--- src/rtl/detect_seq_pkg.sv ---
// Shared types and default constants for the serial run-detect sequencer.
//   state_e       : sequencer FSM states (idle, shifting bits out, reporting result)
//   DefWordW      : default word width
//   DefRunLen     : default run length that counts as a hit
package detect_seq_pkg;

    typedef enum logic [1:0] {
        StIdle   = 2'd0,
        StShift  = 2'd1,
        StReport = 2'd2
    } state_e;

    localparam int unsigned DefWordW  = 16;
    localparam int unsigned DefRunLen = 3;

endpackage

--- src/rtl/run_detector.sv ---
// Serial run detector: tracks the length of the current run of identical bits.
// Ports:
//   clk, reset : clock and synchronous active-high reset
//   start      : x is the first bit of a new word (history is discarded)
//   en         : x is valid this cycle; state advances only when set
//   x          : serial input bit
//   hit        : updated run length has reached RUN_LEN (combinational)
//   run_len    : registered run length (saturates at RUN_LEN)
module run_detector
    import detect_seq_pkg::*;
#(
    parameter int unsigned RUN_LEN = DefRunLen,
    localparam int unsigned RlW    = $clog2(RUN_LEN + 1)
) (
    input  logic           clk,
    input  logic           reset,
    input  logic           start,
    input  logic           en,
    input  logic           x,
    output logic           hit,
    output logic [RlW-1:0] run_len
);

    logic [RlW-1:0] run_q, run_d, run_upd;
    logic           prev_q, prev_d;

    always_comb begin
        run_upd = RlW'(1);
        if (!start && (x == prev_q)) begin
            run_upd = (run_q >= RlW'(RUN_LEN)) ? run_q : RlW'(run_q + 1'b1);
        end
        hit    = en && (run_upd >= RlW'(RUN_LEN));
        run_d  = en ? run_upd : run_q;
        prev_d = en ? x : prev_q;
    end

    always_ff @(posedge clk) begin
        if (reset) begin
            run_q  <= '0;
            prev_q <= 1'b0;
        end else begin
            run_q  <= run_d;
            prev_q <= prev_d;
        end
    end

    assign run_len = run_q;

endmodule

--- src/rtl/detect_seq_ctrl.sv ---
// Parallel-to-serial sequencer around run_detector. Accepts a word on the
// in_* handshake, shifts it MSB-first into the detector one bit per clock,
// counts hits and returns the count on the out_* handshake.
// Ports:
//   clk, reset            : clock, synchronous active-high reset
//   in_valid/in_ready     : input word handshake, in_word is the word (MSB first)
//   ser_x, ser_hit        : bit presented to detector and its hit flag
//   busy                  : high while shifting or reporting
//   out_valid/out_ready   : result handshake, out_count is the hit count
//   out_first_idx         : index of first hit, WORD_W if none
//                           (only with DETECT_SEQ_FIRST_IDX_EN defined)
module detect_seq_ctrl
    import detect_seq_pkg::*;
#(
    parameter int unsigned WORD_W  = DefWordW,
    parameter int unsigned RUN_LEN = DefRunLen,
    parameter int unsigned CNT_W   = 5
) (
    input  logic              clk,
    input  logic              reset,
    input  logic              in_valid,
    output logic              in_ready,
    input  logic [WORD_W-1:0] in_word,
    output logic              ser_x,
    output logic              ser_hit,
    output logic              busy,
    output logic              out_valid,
    input  logic              out_ready,
`ifdef DETECT_SEQ_FIRST_IDX_EN
    output logic [CNT_W-1:0]  out_first_idx,
`endif
    output logic [CNT_W-1:0]  out_count
);

    localparam int unsigned RlW = $clog2(RUN_LEN + 1);

    state_e              state_q, state_d;
    logic [WORD_W-1:0]   shreg_q, shreg_d;
    logic [CNT_W-1:0]    idx_q, idx_d;
    logic [CNT_W-1:0]    count_q, count_d;
    logic                shifting;
    logic                det_hit;
    logic [RlW-1:0]      det_run_len;

    assign shifting = (state_q == StShift);

    run_detector #(
        .RUN_LEN (RUN_LEN)
    ) u_run_detector (
        .clk     (clk),
        .reset   (reset),
        .start   (idx_q == '0),
        .en      (shifting),
        .x       (shreg_q[WORD_W-1]),
        .hit     (det_hit),
        .run_len (det_run_len)
    );

    // State register
    always_ff @(posedge clk) begin
        if (reset) begin
            state_q <= StIdle;
            shreg_q <= '0;
            idx_q   <= '0;
            count_q <= '0;
        end else begin
            state_q <= state_d;
            shreg_q <= shreg_d;
            idx_q   <= idx_d;
            count_q <= count_d;
        end
    end

    // Next-state and datapath
    always_comb begin
        state_d = state_q;
        shreg_d = shreg_q;
        idx_d   = idx_q;
        count_d = count_q;
        unique case (state_q)
            StIdle: begin
                if (in_valid) begin
                    shreg_d = in_word;
                    idx_d   = '0;
                    count_d = '0;
                    state_d = StShift;
                end
            end
            StShift: begin
                shreg_d = {shreg_q[WORD_W-2:0], 1'b0};
                idx_d   = CNT_W'(idx_q + 1'b1);
                if (det_hit) count_d = CNT_W'(count_q + 1'b1);
                if (idx_q == CNT_W'(WORD_W - 1)) begin
                    idx_d   = '0;
                    state_d = StReport;
                end
            end
            StReport: begin
                if (out_ready) state_d = StIdle;
            end
            default: state_d = StIdle;
        endcase
    end

    // Outputs
    always_comb begin
        in_ready  = (state_q == StIdle);
        busy      = (state_q != StIdle);
        out_valid = (state_q == StReport);
        out_count = out_valid ? count_q : '0;
        ser_x     = shifting ? shreg_q[WORD_W-1] : 1'b0;
        ser_hit   = det_hit;
    end

`ifdef DETECT_SEQ_FIRST_IDX_EN
    logic [CNT_W-1:0] first_q, first_d;

    always_ff @(posedge clk) begin
        if (reset) first_q <= '0;
        else       first_q <= first_d;
    end

    // WORD_W is never a valid bit index, so it doubles as "no hit yet".
    always_comb begin
        first_d = first_q;
        if (state_q == StIdle && in_valid) begin
            first_d = CNT_W'(WORD_W);
        end else if (shifting && det_hit && first_q == CNT_W'(WORD_W)) begin
            first_d = idx_q;
        end
    end

    assign out_first_idx = out_valid ? first_q : '0;
`endif

    logic unused_run_len;
    assign unused_run_len = ^det_run_len;

endmodule

--- config.mk ---
export PLATFORM = sky130hd
export DESIGN_NAME = detect_seq_ctrl
export DESIGN_NICKNAME = d
export VERILOG_FILES = /design/src/rtl/detect_seq_pkg.sv /design/src/rtl/run_detector.sv /design/src/rtl/detect_seq_ctrl.sv
export SDC_FILE = /design/constraint.sdc
export NUM_CORES = 1
export LEC_CHECK = 0
export CORE_UTILIZATION = 40
export DETAILED_ROUTE_END_ITERATION = 8
export PLACE_DENSITY = 0.74
export SKIP_LAST_GASP = 1
export SLEW_MARGIN = 20
export SYNTH_ARGS = -nofsm -noshare
export SYNTH_HDL_FRONTEND = slang
export SYNTH_SLANG_ARGS = --single-unit
--- constraint.sdc ---
create_clock -name clk -period 2.86 [get_ports clk]
set_input_delay 0.572 -clock clk [delete_from_list [all_inputs] [get_ports clk]]
set_output_delay 0.572 -clock clk [all_outputs]
set_load 0.005 [all_outputs]
Word-level counts from Yosys, hierarchy flattened
Index checks and enable logic that the tools add are counted.
- word-level logic and storage cells: 44
- latch bits: 0
- register bits: 31
- memory bits (read-only): 0
- input port bits: 20
- output and inout port bits: 10
- memory bits (writable): 0
- memories kept: 0
- equality and inequality tests: 8
- shift operators: 0
- bitwise gates (word level): 0
- reduce and logical (&&, ||, !) cells: 10
- multiplexer cells: 15
- add/subtract/negate cells: 3
- divide/modulo/power cells: 0
- $lt $le $gt $ge: 2
- multiply operators: 0
- operators with widths (cell ; count):
    case mux 16 bit (2 select lines) ; 1
    2-to-1 mux 5 bit ; 4
    case mux 5 bit (2 select lines) ; 2
    2-to-1 mux 16 bit ; 1
    adder 5 x 1 -> 5 bit, second input constant ; 2
    2-to-1 mux 2 bit ; 5
    case mux 2 bit (3 select lines) ; 1
    AND reduction 3 bit ; 2
    == test 5 x 4 -> 1 bit, second input constant ; 1
    zero test 5 bit ; 1
    >= comparator 2 bit, second input constant ; 2
    != test 2 x 1 -> 1 bit, second input constant ; 2
    != test 2 bit, second input constant ; 2
    nonzero test 2 bit ; 2
    adder 2 x 1 -> 2 bit, second input constant ; 1
    == test 2 x 1 -> 1 bit, second input constant ; 1
    == test 2 bit, second input constant ; 1
    logical AND 1 bit ; 2
    zero test 2 bit ; 1
    AND reduction 2 bit ; 1
    == test 1 bit ; 1
    zero test 1 bit ; 1
    2-to-1 mux 1 bit ; 1

Depth between registers and ports, before layout
Gate-level depths: netlist (run 1).
- word-level depth: 8
- depth in mapped cells: 7
- mapped depth without buffers: 7

Modules after synthesis
Synthesis (run 1) repeated with hierarchy kept, for this count alone.
- cells, all modules: 164
- area total of the unflattened synthesis: 1516.5 um2
- by module, submodules not included (module ; cells an instance ; times used ; seq. area each (um2) ; area an instance (um2)):
    detect_seq_ctrl ; 149 ; 1 ; 560.5 ; 1358.8
    run_detector ; 15 ; 1 ; 60.1 ; 157.7

Worst setup path before layout (run 1)
No wires, ideal clock.
- kind: flip-flop to output port
- from: reg idx_q[0]
- to: out ser_hit
- slack: 1.094 ns
- path buffers: 0
- stages on the path, launching flop included: 6
- required time: 2.288 ns
- data arrival time: 1.194 ns
- path through: dfxtp_1 inv_1 ha_1 or4b_4 nand4_2 inv_1
- word-level cells in the longest chain between the ends: 6
- RTL lines (element ; RTL line ; source):
    start, declared ; detect_seq_ctrl.sv:39 ; logic [CNT_W-1:0] idx_q, idx_d;
    start signal, assigned ; detect_seq_ctrl.sv:69 ; idx_q <= idx_d;
    zero test 5 bit ; detect_seq_ctrl.sv:52 ; .start (idx_q == '0),
    zero test 1 bit ; run_detector.sv:29 ; if (!start && (x == prev_q)) begin
    logical AND 1 bit ; run_detector.sv:29 ;
    2-to-1 mux 2 bit ; run_detector.sv:29 ;
    >= comparator 2 bit ; run_detector.sv:32 ; hit = en && (run_upd >= RlW'(RUN_LEN));
    logical AND 1 bit ; run_detector.sv:32 ;
    end, declared ; detect_seq_ctrl.sv:25 ; output logic ser_hit,
Every way passes these cells.

Worst setup path in the final report (run 1)
Same ends and word-level chain as after synthesis.

==> results.sh, run 1 <==
export IMPL_status="complete, no violations"
export IMPL_cts_setup_buffers=0
export IMPL_cts_buffers=5
export IMPL_cts_tree="yes"
export IMPL_io_buffers=29
export IMPL_vias=1405
export IMPL_grt_overflow=0
export IMPL_yosysTopAreaCellShare=0.395
export IMPL_fmax_mhz=382
export IMPL_cts_root_buf="clkbuf_8"
export IMPL_fin_tns_setup_ns=0
export IMPL_cap_violations=0
export IMPL_setup_reg_to_reg_worst_slack_ns=1.23
export IMPL_syn_to_final_growth_pct=26.5
export IMPL_diodes=0
export IMPL_clock_sinks=31
export IMPL_synth_largest_area_cell="dfxtp_1"
export IMPL_via_per_inst=5.13
export IMPL_ios=30
export IMPL_required_ns=2.29
export IMPL_wirelength_um=3260
export IMPL_ys_warn_count=0
export IMPL_r2r_end="count_q[4]$_SDFFE_PP0P_"
export IMPL_syn_inst=195
export IMPL_placed_area_um2=1890
export IMPL_period_needed_ns=2.62
export IMPL_ctsHoldBuffers=0
export IMPL_die_h_um=64.7
export IMPL_place_gp_congestion=0.753
export IMPL_syn_area_um2=1570
export IMPL_vdd_drop_max_mv=0.282
export IMPL_dp_hpwl_um=2100
export IMPL_synth_edff_count=0
export IMPL_cts_buffer_depth=2
export IMPL_synth_most_common_cell="nor2_1"
export IMPL_ys_ff_latch=31
export IMPL_fp_dieArea_um2=4180
export IMPL_syn_area_per_cell_um2=8.05
export IMPL_slew_viol_final=0
export IMPL_drc=0
export IMPL_dr_first_iter_drc_count=63
export IMPL_synthTopCellsByCount="50 x nor2_1, 31 x dfxtp_1, 18 x nor3_1, 10 x a2bb2oi_1"
export IMPL_fin_util=0.535
export IMPL_critPathCapture="ser_hit"
export IMPL_firstDrtPassIters=4
export IMPL_wl_per_cell_um=11.9
export IMPL_maxSlewHeadroom=0.587
export IMPL_critical_path_startpoint="idx_q[0]$_SDFFE_PP0P_"
export IMPL_synthFlopType="dfxtp_1"
export IMPL_insertion_delay_ns=0.29
export IMPL_core_area_um2=3720
export IMPL_ys_seq_area_frac=0.395
export IMPL_antenna_found_initial=0
export IMPL_drive_gt1_frac=0.0929
export IMPL_hold_depth=1
export IMPL_use_met1=0.205
export IMPL_holdCritPathClass="register to register"
export IMPL_grt_pass1_vias=1271
export IMPL_synth_top_cells_by_area="dfxtp_1 40%, nor2_1 12%, nor3_1 5.7%, a2bb2oi_1 5.6%, nand3_1 2.5%"
export IMPL_crit_fanout=4
export IMPL_synth_cell_types=35
export IMPL_ant_nets=0
export IMPL_fin_crit_sh=0.914
export IMPL_row_count=22
export IMPL_worst_pin_slew_ns=0.618
export IMPL_power_density_nw_per_um2=556
export IMPL_min_from="u_run_detector.run_len[0]$_SDFFE_PP0N_"
export IMPL_die_width_um=64.7
export IMPL_post_cts_resized=0
export IMPL_rsz0062_at_grt="no"
export IMPL_worst_setup_path_type="register to output port"
export IMPL_r2r_cells=6
export IMPL_htree_levels=2
export IMPL_grt_use_met3=0.0581
export IMPL_busiest_layer="met2"
export IMPL_synth_nets=218
export IMPL_cp_start_kind="register"
export IMPL_grtUsageMet2=0.279
export IMPL_start_util=0.423
export IMPL_grt_pass1_wl_um=5500
export IMPL_cp_end_kind="output port"
export IMPL_regToRegStartpoint="idx_q[0]$_SDFFE_PP0P_"
export IMPL_final_cell_area_um2=1990
export IMPL_cts_clk_slew_worst_paths_ns=0.06
export IMPL_skew_ns=0.00362
export IMPL_async_reset_ff_frac=0
export IMPL_grt_use_total=0.172
export IMPL_hold_viol_final=0
export IMPL_crit_arrival_ns=2.04
export IMPL_nets=248
export IMPL_leakage_nw=0.792
export IMPL_setup_viol=0
export IMPL_grt_max_degree=32
## kinds of logic after synthesis
group	after synthesis	synth area share
AO/OA/AOI/OAI	34	0.168
XOR/XNOR	1	0.0104
adder cells (fa/ha/maj)	3	0.0239
buffers and inverters	19	0.0645
flip-flops	31	0.395
multiplexers	3	0.0199
AND/OR/NAND/NOR	104	0.318
## where the power goes
| part | total [mW] | internal (mW) | switching [mW] | leakage [nW] |
|---|---|---|---|---|
| Clock | 0.378 | 0.219 | 0.158 | 0.0515 |
| Combinational | 0.237 | 0.117 | 0.120 | 0.486 |
| Sequential | 0.491 | 0.469 | 0.0220 | 0.255 |
## sequential cells by signal (all words and copies together) (netlist names)
name	count
count_q	5
idx_q	5
shreg_q	16
state_q	2
u_run_detector.prev_q	1
u_run_detector.run_len	2
## per-stage QoR
stage / power [mW] / setup WS, ns / std cells / hold slack (ns)
detailed placement: 0.736 / 0.583 / 266 / 0.467
floorplan: 0.667 / 1.09 / 195 / 0.435
global placement: 0.735 / 0.619 / 266 / 0.459
CTS: 1.12 / 0.231 / 274 / 0.476
global route: 1.17 / 0.137 / 274 / 0.500
finish: 1.11 / 0.245 / 274 / 0.473
## placed cells by master (no fill, tap or decap), drive strengths merged
master / Yosys / layout
nor2: 50 / 50
dfxtp: 31 / 31
clkdlybuf4s50: 0 / 29
nor3: 18 / 18
a2bb2oi: 10 / 10
inv: 8 / 8
nand3: 8 / 8
a21oi: 8 / 8
clkbuf: 6 / 8
nand2: 6 / 6
nor2b: 5 / 5
and2: 5 / 5
o22ai: 5 / 5
buf: 5 / 5
a22oi: 4 / 4
ha: 3 / 3
nor3b: 2 / 2
or3: 2 / 2
a31oi: 2 / 2
nand2b: 2 / 2
a211oi: 2 / 2
nand3b: 2 / 2
mux2i: 2 / 2
or4b: 1 / 1
xnor2: 1 / 1
and2b: 1 / 1
nand4: 1 / 1
a41oi: 1 / 1
o21a: 1 / 1
or2: 1 / 1
mux2: 1 / 1
o21ai: 1 / 1
## per-layer routing
metal / wire length, um / share of wire / vias up
li1: - / - / 730
met1: 1550 / 0.47 / 639
met2: 1510 / 0.46 / 28
met3: 155 / 0.048 / 8
met4: 49 / 0.015 / 0
met5: 0 / 0 / -
## area by class of cell
type	count	area [um2]
Clock buffer	8	100
Inverter	8	30.0
Sequential cell	31	621
Tap cell	48	60.1
Timing Repair Buffer	34	328
Fill cell	361	1730
Multi-Input combinational cell	145	848
## how the worst min path moves through the flow
stage | to | slack [ns]
global route | shreg_q[14]$_SDFFE_PP0P_ | 0.50
global placement | u_run_detector.run_len[0]$_SDFFE_PP0N_ | 0.46
finish | u_run_detector.run_len[0]$_SDFFE_PP0N_ | 0.47
CTS | u_run_detector.run_len[0]$_SDFFE_PP0N_ | 0.48
detailed placement | u_run_detector.run_len[0]$_SDFFE_PP0N_ | 0.47
floorplan | u_run_detector.run_len[0]$_SDFFE_PP0N_ | 0.43
## worst max-delay path: stages, from the launching register on
cell and delay (ns):
dfxtp_1 0.32, inv_1 0.10, ha_1 0.15, or4b_4 0.50, nand4_2 0.14, inv_1 0.10
clkdlybuf4s50_1 0.45
(Power assumes the default switching activity.)
==> run 2, diff against run 1 <==
REMOVE_ABC_BUFFERS = 1   (was unset)
==> results.sh, run 2 (synthesized netlist as in run 1, its figures left out) <==
export IMPL_skew_ns=0.00547
export IMPL_fin_crit_sh=0.905
export IMPL_layout_commonest_cell="nor2_1"
export IMPL_fin_tns_setup_ns=0
export IMPL_critPathBufInv=3
export IMPL_crit_top_cell="inv_1"
export IMPL_cp_end_kind="output port"
export IMPL_grt_overflow=0
export IMPL_leakage_nw=0.793
export IMPL_clock_sinks=31
export IMPL_fin_cells=276
export IMPL_ios=30
export IMPL_place_gp_congestion=0.794
export IMPL_cts_clk_slew_worst_paths_ns=0.06
export IMPL_post_cts_resized=0
export IMPL_grt_use_total=0.182
export IMPL_worst_setup_path_type="register to output port"
export IMPL_hold_depth=1
export IMPL_status="complete, no violations"
export IMPL_dr_first_iter_drc_count=75
export IMPL_crit_arrival_ns=2.02
export IMPL_crit_fanout=4
export IMPL_layout_setup_ws_ns=0.272
export IMPL_r2r_cells=5
export IMPL_power_density_nw_per_um2=534
export IMPL_cpLargestDelayFamily="simple AND/OR/NAND/NOR gates"
export IMPL_via_per_inst=5.09
export IMPL_fmax_mhz=386
export IMPL_cp_start_kind="register"
export IMPL_critPathMaxStageDelay_ns=0.50
export IMPL_top_regs="shreg_q: 16 flops, count_q: 5 flops, idx_q: 5 flops"
export IMPL_grt_max_degree=32
export IMPL_setup_viol=0
export IMPL_dp_cells=268
export IMPL_core_area_um2=3720
export IMPL_worst_pin_slew_ns=0.707
export IMPL_insertion_delay_ns=0.28
export IMPL_fp_dieArea_um2=4180
export IMPL_final_cell_mix="50 x nor2_1, 31 x dfxtp_1, 29 x clkdlybuf4s50_1"
export IMPL_rsz0062_at_grt="no"
export IMPL_antenna_found_initial=0
export IMPL_wirelength_um=3410
export IMPL_diodes=0
export IMPL_grt_pass1_vias=1283
export IMPL_cts_tree="yes"
export IMPL_start_util=0.423
export IMPL_vias=1406
export IMPL_io_buffers=29
export IMPL_slew_viol_final=0
export IMPL_cp_slowest_cell="or4b_4"
export IMPL_die_width_um=64.7
export IMPL_die_h_um=64.7
export IMPL_ctsHoldBuffers=0
export IMPL_grt_pass1_wl_um=5810
export IMPL_required_ns=2.29
export IMPL_largest_reg_flops=16
export IMPL_holdCritPathClass="register to register"
export IMPL_nets=250
export IMPL_firstDrtPassIters=4
export IMPL_period_needed_ns=2.59
export IMPL_regToRegStartpoint="state_q[0]$_SDFFE_PP0P_"
export IMPL_dp_slack_ns=0.587
export IMPL_cts_buffer_depth=2
export IMPL_cts_buffers=5
export IMPL_setup_reg_to_reg_worst_slack_ns=1.17
export IMPL_ant_nets=0
export IMPL_htree_levels=2
export IMPL_wl_per_cell_um=12.4
export IMPL_syn_to_final_growth_pct=26.3
export IMPL_regMostFlops="shreg_q"
export IMPL_maxSlewHeadroom=0.527
export IMPL_min_from="u_run_detector.run_len[0]$_SDFFE_PP0N_"
export IMPL_row_count=22
export IMPL_total_power_mw=1.06
export IMPL_drc=0
export IMPL_cts_setup_buffers=0
export IMPL_cts_root_buf="clkbuf_8"
export IMPL_hold_viol_final=0
export IMPL_r2r_end="count_q[0]$_SDFFE_PP0P_"
export IMPL_dp_hpwl_um=2330
export IMPL_hold_path_endpoint="u_run_detector.run_len[0]$_SDFFE_PP0N_"
export IMPL_vdd_drop_max_mv=0.325
export IMPL_drive_gt1_frac=0.0965
export IMPL_cap_violations=0
export IMPL_path_cells="inv_1, ha_1, or4b_4, nand4_2, inv_1, clkdlybuf4s50_1"
## run 2: cell count changes in the layout (fill, tap and decap cells not counted), sizes merged
cell    change
buf         +2
clkinv      +1
clkbuf      -1
## run 2: how the worst max path moves through the flow
stage                            startpoint      end  slack [ns]  depth (start not counted)
floorplan           state_q[1]$_SDFFE_PP0P_  ser_hit        1.08                          3
global placement      idx_q[0]$_SDFFE_PP0P_  ser_hit        0.62                          6
detailed placement    idx_q[0]$_SDFFE_PP0P_  ser_hit        0.59                          6
CTS                   idx_q[0]$_SDFFE_PP0P_  ser_hit        0.26                          6
global route          idx_q[0]$_SDFFE_PP0P_  ser_hit        0.20                          6
finish                idx_q[0]$_SDFFE_PP0P_  ser_hit        0.27                          6
## run 2: cell type report
| class | count | area [um2] |
|---|---|---|
| clock buffer | 7 | 76.3 |
| multi-input combinational | 145 | 848 |
| tap | 48 | 60.1 |
| inverter | 8 | 30.0 |
| timing repair buffer | 36 | 343 |
| clock inverter | 1 | 5.00 |
| fill | 365 | 1730 |
| sequential | 31 | 621 |
## run 2: per-stage QoR
step	cell area, um2	hold slack, ns	utilization
3_3_place_gp	1900	0.466	0.512
3_5_place_dp	1900	0.465	0.512
2_1_floorplan	1500	0.432	-
6_report	1980	0.478	0.534
4_1_cts	1980	0.474	0.534
5_1_grt	1980	0.504	0.534
## run 2: routing by layer
layer  share of wire  GRT usage  wire (um)
met1            0.49      0.221       1660
met4          0.0056     0.0500         19
met5               0          0          0
met2            0.48      0.305       1640
met3           0.028     0.0581         94
## run 2: power breakdown
| group | internal (mW) | switching, mW | leakage [nW] |
|---|---|---|---|
| logic | 0.120 | 0.118 | 0.496 |
| clock network | 0.170 | 0.154 | 0.0422 |
| registers | 0.469 | 0.0278 | 0.255 |
| total | 0.759 | 0.299 | 0.793 |
## run 2: worst register-to-register path, cell delays in order, from the launching register on
cell	delay (ns)
dfxtp_1	0.39
buf_4	0.22
nor3b_1	0.60
a41oi_4	0.11
mux2i_1	0.20
nor2_1	0.06
==> run 3, diff against run 2 <==
GPL_ROUTABILITY_DRIVEN = 1   (was unset)
==> results of run 3 <==
Same layout as run 2: the final DEF is identical, and so are final timing and power.
